===== src/rtl/gpio_led_fader.sv =====
// gpio_led_fader
// Per-channel LED PWM fader that sits between the Nios II GPIO export and
// the board LED pins. Each GPIO bit requests its channel fully on or fully
// off; the channel's duty cycle either snaps to that target or ramps toward
// it in fixed steps. Duty changes are applied only at the end of a PWM
// period, so no period is ever cut short and the LEDs never glitch.
//
// Ports:
//   clk_clk        in   1  system clock (single clock domain)
//   reset_reset_n  in   1  asynchronous active-low reset
//   gpio_in        in   8  channel requests, bit i = 1 -> channel i fully on
//   fade_en        in   1  1 = ramp duty in STEP increments, 0 = snap to target
//   led_out        out  8  registered PWM drive, polarity set by INVERT
//   busy           out  1  high while any channel's duty differs from its target
//   period_strobe  out  1  one-cycle pulse at the start of each PWM period
module gpio_led_fader #(
    parameter int unsigned PRESCALE = 16,
    parameter int unsigned FADE_DIV = 4,
    parameter int unsigned STEP     = 15,
    parameter logic [7:0]  INVERT   = 8'h00
) (
    input  logic       clk_clk,
    input  logic       reset_reset_n,
    input  logic [7:0] gpio_in,
    input  logic       fade_en,
    output logic [7:0] led_out,
    output logic       busy,
    output logic       period_strobe
);

    // Counter widths are kept at least one bit so PRESCALE = 1 or
    // FADE_DIV = 1 still elaborate; the counter then simply stays at zero.
    localparam int PRE_W  = (PRESCALE > 1) ? $clog2(PRESCALE) : 1;
    localparam int FADE_W = (FADE_DIV > 1) ? $clog2(FADE_DIV) : 1;
    localparam logic [PRE_W-1:0]  PRE_MAX  = PRE_W'(PRESCALE - 1);
    localparam logic [FADE_W-1:0] FADE_MAX = FADE_W'(FADE_DIV - 1);
    localparam logic [8:0]        STEP9    = 9'(STEP);

    logic [7:0]        gpio_q;
    logic [PRE_W-1:0]  pre_cnt;
    logic [7:0]        pwm_cnt;
    logic [FADE_W-1:0] fade_cnt;
    logic [7:0]        duty   [8];
    logic [7:0]        target [8];
    logic [7:0]        raw;
    logic              any_diff;
    logic              tick;
    logic              wrap;
    logic              fstep;

    // One fade step of a single channel. The distance is taken in 9 bits so
    // neither direction can wrap; a move that would cross the target lands
    // exactly on it instead.
    function automatic logic [7:0] fade_step(input logic [7:0] cur, input logic [7:0] tgt);
        logic [8:0] cur9;
        logic [8:0] tgt9;
        logic [7:0] result;
        cur9   = {1'b0, cur};
        tgt9   = {1'b0, tgt};
        result = cur;
        if (tgt9 > cur9) begin
            if ((tgt9 - cur9) <= STEP9) result = tgt;
            else                        result = 8'(cur9 + STEP9);
        end else if (cur9 > tgt9) begin
            if ((cur9 - tgt9) <= STEP9) result = tgt;
            else                        result = 8'(cur9 - STEP9);
        end
        return result;
    endfunction

    // Period boundaries: tick advances the PWM counter, wrap marks the last
    // clock of a PWM period, fstep marks the wraps on which a fade step lands.
    assign tick  = (pre_cnt == PRE_MAX);
    assign wrap  = tick && (pwm_cnt == 8'hFF);
    assign fstep = wrap && (fade_cnt == FADE_MAX);

    // Per-channel target level, raw PWM compare and the "still moving" flag.
    // Duty 255 is forced fully on because the 8-bit compare alone would leave
    // one count per period dark.
    always_comb begin
        raw      = '0;
        any_diff = 1'b0;
        for (int i = 0; i < 8; i++) begin
            target[i] = gpio_q[i] ? 8'hFF : 8'h00;
            raw[i]    = (duty[i] == 8'hFF) || (pwm_cnt < duty[i]);
            if (duty[i] != target[i]) any_diff = 1'b1;
        end
    end

    // Input register and the prescaler / PWM / fade counter chain.
    always_ff @(posedge clk_clk or negedge reset_reset_n) begin
        if (!reset_reset_n) begin
            gpio_q   <= '0;
            pre_cnt  <= '0;
            pwm_cnt  <= '0;
            fade_cnt <= '0;
        end else begin
            gpio_q  <= gpio_in;
            pre_cnt <= tick ? '0 : pre_cnt + 1'b1;
            if (tick) pwm_cnt <= pwm_cnt + 8'd1;
            if (wrap) fade_cnt <= fstep ? '0 : fade_cnt + 1'b1;
        end
    end

    // Duty registers only move on a period boundary. fade_en is looked at
    // only here, so switching modes mid-period has no visible effect until
    // the next wrap.
    always_ff @(posedge clk_clk or negedge reset_reset_n) begin
        if (!reset_reset_n) begin
            for (int i = 0; i < 8; i++) duty[i] <= 8'h00;
        end else if (wrap) begin
            for (int i = 0; i < 8; i++) begin
                if (!fade_en)  duty[i] <= target[i];
                else if (fstep) duty[i] <= fade_step(duty[i], target[i]);
            end
        end
    end

    // Registered outputs so the LED pins see clean, glitch-free edges.
    always_ff @(posedge clk_clk or negedge reset_reset_n) begin
        if (!reset_reset_n) begin
            led_out       <= INVERT;
            busy          <= 1'b0;
            period_strobe <= 1'b0;
        end else begin
            led_out       <= raw ^ INVERT;
            busy          <= any_diff;
            period_strobe <= wrap;
        end
    end

endmodule


===== config.mk =====
export PLATFORM = sky130hd
export DESIGN_NAME = gpio_led_fader
export DESIGN_NICKNAME = d
export VERILOG_FILES = /design/src/rtl/gpio_led_fader.sv
export SDC_FILE = /design/constraint.sdc
export NUM_CORES = 1
export LEC_CHECK = 0
export ABC_AREA = 1
export BUFFER_PORTS_ARGS = -buffer_cell sky130_fd_sc_hd__buf_2
export CAP_MARGIN = 20
export CORE_UTILIZATION = 50
export CTS_CLUSTER_SIZE = 30
export DETAILED_ROUTE_END_ITERATION = 12
export PLACE_DENSITY = 0.66
export SYNTH_ARGS = -nofsm -noshare
export SYNTH_HDL_FRONTEND = slang
export SYNTH_SLANG_ARGS = --single-unit

===== constraint.sdc =====
create_clock -name clk_clk -period 2.65 [get_ports clk_clk]
set_input_delay 0.265 -clock clk_clk [delete_from_list [all_inputs] [get_ports clk_clk]]
set_output_delay 0.265 -clock clk_clk [all_outputs]
set_load 0.02 [all_outputs]

==> metrics.cfg <==
[route]
route.vias.total = 15350
drtIter0Drc = 970
postRouteAntennaNets = 0
wl_per_cell_um = 13.99
drc = 0
dr.pass1.iters = 5
via_per_inst = 5.161
routed_wl_um = 41600

[yosys]
synth_top_area_share_pct = 27.95
ys_async_sr_fraction_pct = 100.0
ys_top_cells_by_area = nand2_1, ha_1, dfrtp_1
synth_warnings = 0
ys_seq_area_share_pct = 16.41
ys.flop_type = dfrtp_1
synth_seq_cells = 96
syn-cell-area_um2 = 14640
synth_cell_types = 34
synth-edff-count = 0
synthesis.nets = 2702
yosysTopAreaCell = nand2_1
syn_avg_cell_area_um2 = 5.921
synthCells = 2472

[placement]
dp_hpwl_um = 31410
post_dp_cell_area_um2 = 15760
port_buffers = 20
gp_congestion = 0.9735
pre_cts_slack_ps = 63.34

[clock_tree]
clk_pin_slew_ps = 80
cts_buffer_depth = 2
clock-root-buffer = clkbuf_16
cts_made_buffers = 9
clkSinkCount = 96
cts_tree = built
htreeDepth = 3
clk_latency_ps = 360

[power]
peakVddDrop_mv = 0.2454
p_total_uw = 5408
seq_power_share_pct = 29.7
p_int_uw = 3042
powerDensity_nw_per_um2 = 320.9
power_frac_comb_pct = 45.6
p_switching_uw = 2365
clockPowerShare_pct = 24.7
p_leak_uw = 0.009937
switching_share_pct = 43.74

[timing]
finalWorstSetupSlack_ps = 158.1
finalCriticalPeriod_ps = 2492
tightest_slew_ps = 848.0
fin_crit_sh_pct = 94.03
fmax_mhz = 401.3
hold_violations = 0
drv_slew = 0
setup_viol = 0
skew_ps = 13.39
max_slew_margin_pct = 43.12

[cells_and_area]
num-fill-cells = 2861
n_antenna_cell = 0
drive_gt1_share_pct = 9.730
stdcell_area_um2 = 16850
syn_to_final_growth_pct = 15.13
nets = 2815
final_core_util_pct = 58.55
multi_input_area_um2 = 11420
regArea_um2 = 2404

[global_routing]
antenna_found_initial = 0
first_global_vias = 14226
grt-ovfl-total = 0
grt_pass1_wl_um = 68590
grt_start_max_net_pins = 73
globalRouteTotalUtil_pct = 27.50

[critical_path]
cp_slowest_stage_delay_ps = 460
crit_top_cell = nand2_1
critPathLaunchType = flip-flop
cp_num_buf_inv = 1
cp_slowest_cell = dfrtp_1
crit_chain = ha_1 > nand2_1 > nor2_1 > nand4_1 > nand2_1 > nand3_1 > nand2_1 > nand2_1 > nand2_1 > inv_1
cp.arrival_ps = 2740
path_class = flip-flop to flip-flop
cp_max_fo = 8
critPathCaptureType = flip-flop
required_ps = 2900
path_delay_family = simple AND/OR/NAND/NOR gates

[run_status]
status = finished clean

[floorplanning]
fp.dieW_um = 173.1
start_util_pct = 50.86
row_count = 62
die_y_um = 173.1
io_pins = 21
dieArea_um2 = 29960
core_area_um2 = 28780

[hold_path]
hold_class = primary input to flip-flop

[flow_run]
drv_cap = 0

-- what timing repair did --
item | CTS | global route
setup endpoints to repair | 0 | 64
hold buffers | 3 | 1
gates resized for setup | 0 | 159
endpoints found under the hold margin | 26 | 1
setup buffers | 0 | 15
-- worst register-to-register path: stages, from the launching register on --
cell     delay, ps
dfrtp_1        460
ha_1           450
nand2_1        150
nor2_1         240
nand4_1        300
nand2_1        200
nand3_1        110
nand2_1        280
nand2_1        100
nand2_1         80
inv_1           40
-- power groups by stage --
| stage | registers [uW] | logic [uW] | clock network [uW] |
|---|---|---|---|
| final | 1610 | 2470 | 1340 |
| after CTS | 1600 | 2200 | 1370 |
| after floorplan | 1620 | 1630 | 0 |
| after global routing | 1610 | 2810 | 1420 |
| after global placement | 1630 | 2170 | 0 |
| after detailed placement | 1630 | 2190 | 0 |
-- per-stage QoR --
stage	cells	hold slack (ps)	TNS [ps]
final	2974	9.197	0
after global routing	2974	1.784	-128.0
after CTS	2957	2.272	0
after detailed placement	2938	223.0	0
after global placement	2938	214.6	0
after floorplan	2472	-30.59	0
-- metal layers --
layer	GRT usage (%)	vias to the layer above	part of all wire [%]
met1	38.03	6952	47
li1	-	7945	-
met3	2.639	45	4.6
met2	46.27	408	47
met4	6.084	0	1.3
met5	0	-	0
-- cells by family (layout without fill, tap and decap cells) --
family | count (synthesis) | after routing | synth area share [%]
XOR/XNOR | 95 | 95 | 5.685
AO/OA/AOI/OAI | 161 | 161 | 6.206
adder cells (fa/ha/maj) | 219 | 219 | 19.54
AND/OR/NAND/NOR | 1518 | 1519 | 42.31
flip-flops | 96 | 96 | 16.41
buffers and inverters | 383 | 500 | 9.839
-- registers in the layout, indices dropped and copies added (netlist names) --
name	count
pre_cnt	4
led_out	8
fade_cnt	2
duty	64
period_strobe	1
pwm_cnt	8
busy	1
gpio_q	8
-- synth_stat cells (3+ instances only) --
cell type,count
nand3_1,226
nor3_1,7
nor2_1,139
fa_1,16
nand4_1,34
o211ai_1,14
o41ai_1,6
o21ai_0,25
nand2_1,1090
clkbuf_1,11
a21oi_1,102
clkinv_1,3
nor2_4,9
inv_1,367
nand2_2,4
a21boi_0,8
xor2_1,92
dfrtp_1,96
xnor2_1,3
ha_1,203
-- layout make-up --
class | instances | area share (%)
clock inverter | 7 | 0.3787
inverter | 370 | 8.242
timing repair buffer | 114 | 5.160
clock buffer | 9 | 1.336
multi-input combinational | 1994 | 67.77
tap | 384 | 2.851
sequential | 96 | 14.26
-- layout by cell type (no fill, tap or decap), types with 3 or more instances in the layout --
cell type / count
o211ai_1: 14
buf_6: 7
nand2_4: 13
dfrtp_1: 95
clkinv_1: 3
nand3_4: 10
a21oi_4: 6
nand2_2: 14
nand4_1: 34
inv_2: 5
nor2_4: 20
o41ai_1: 6
nand3_2: 8
buf_2: 19
inv_1: 362
ha_2: 8
nand2_1: 1067
nand3_1: 211
buf_4: 82
a21oi_2: 6
clkbuf_16: 9
xnor2_1: 3
a21boi_0: 8
ha_4: 9
xor2_1: 92
o21ai_0: 25
ha_1: 186
nor3_1: 7
a21oi_1: 92
nor2_2: 25
fa_1: 16
dlygate4sd3_1: 4
nor2_1: 104
-- worst paths after layout --
kind | cells past startpoint | from | endpoint | slack [ps]
setup / recovery | 10 | duty[6]$_DFFE_PN0P_ | duty[2]$_DFFE_PN0P_ | 160
hold / removal | 1 | gpio_in[5] | gpio_q[5]$_DFF_PN0_ | 9
setup reg to reg | 10 | duty[6]$_DFFE_PN0P_ | duty[2]$_DFFE_PN0P_ | 160
hold reg to reg | 2 | fade_cnt[1]$_DFFE_PN0P_ | fade_cnt[1]$_DFFE_PN0P_ | 500
max in group asynchronous | 3 | reset_reset_n | led_out[5]$_DFF_PN0_ | 1510
min in group asynchronous | 2 | reset_reset_n | duty[53]$_DFFE_PN0P_ | 370
(Power assumes the default switching activity.)
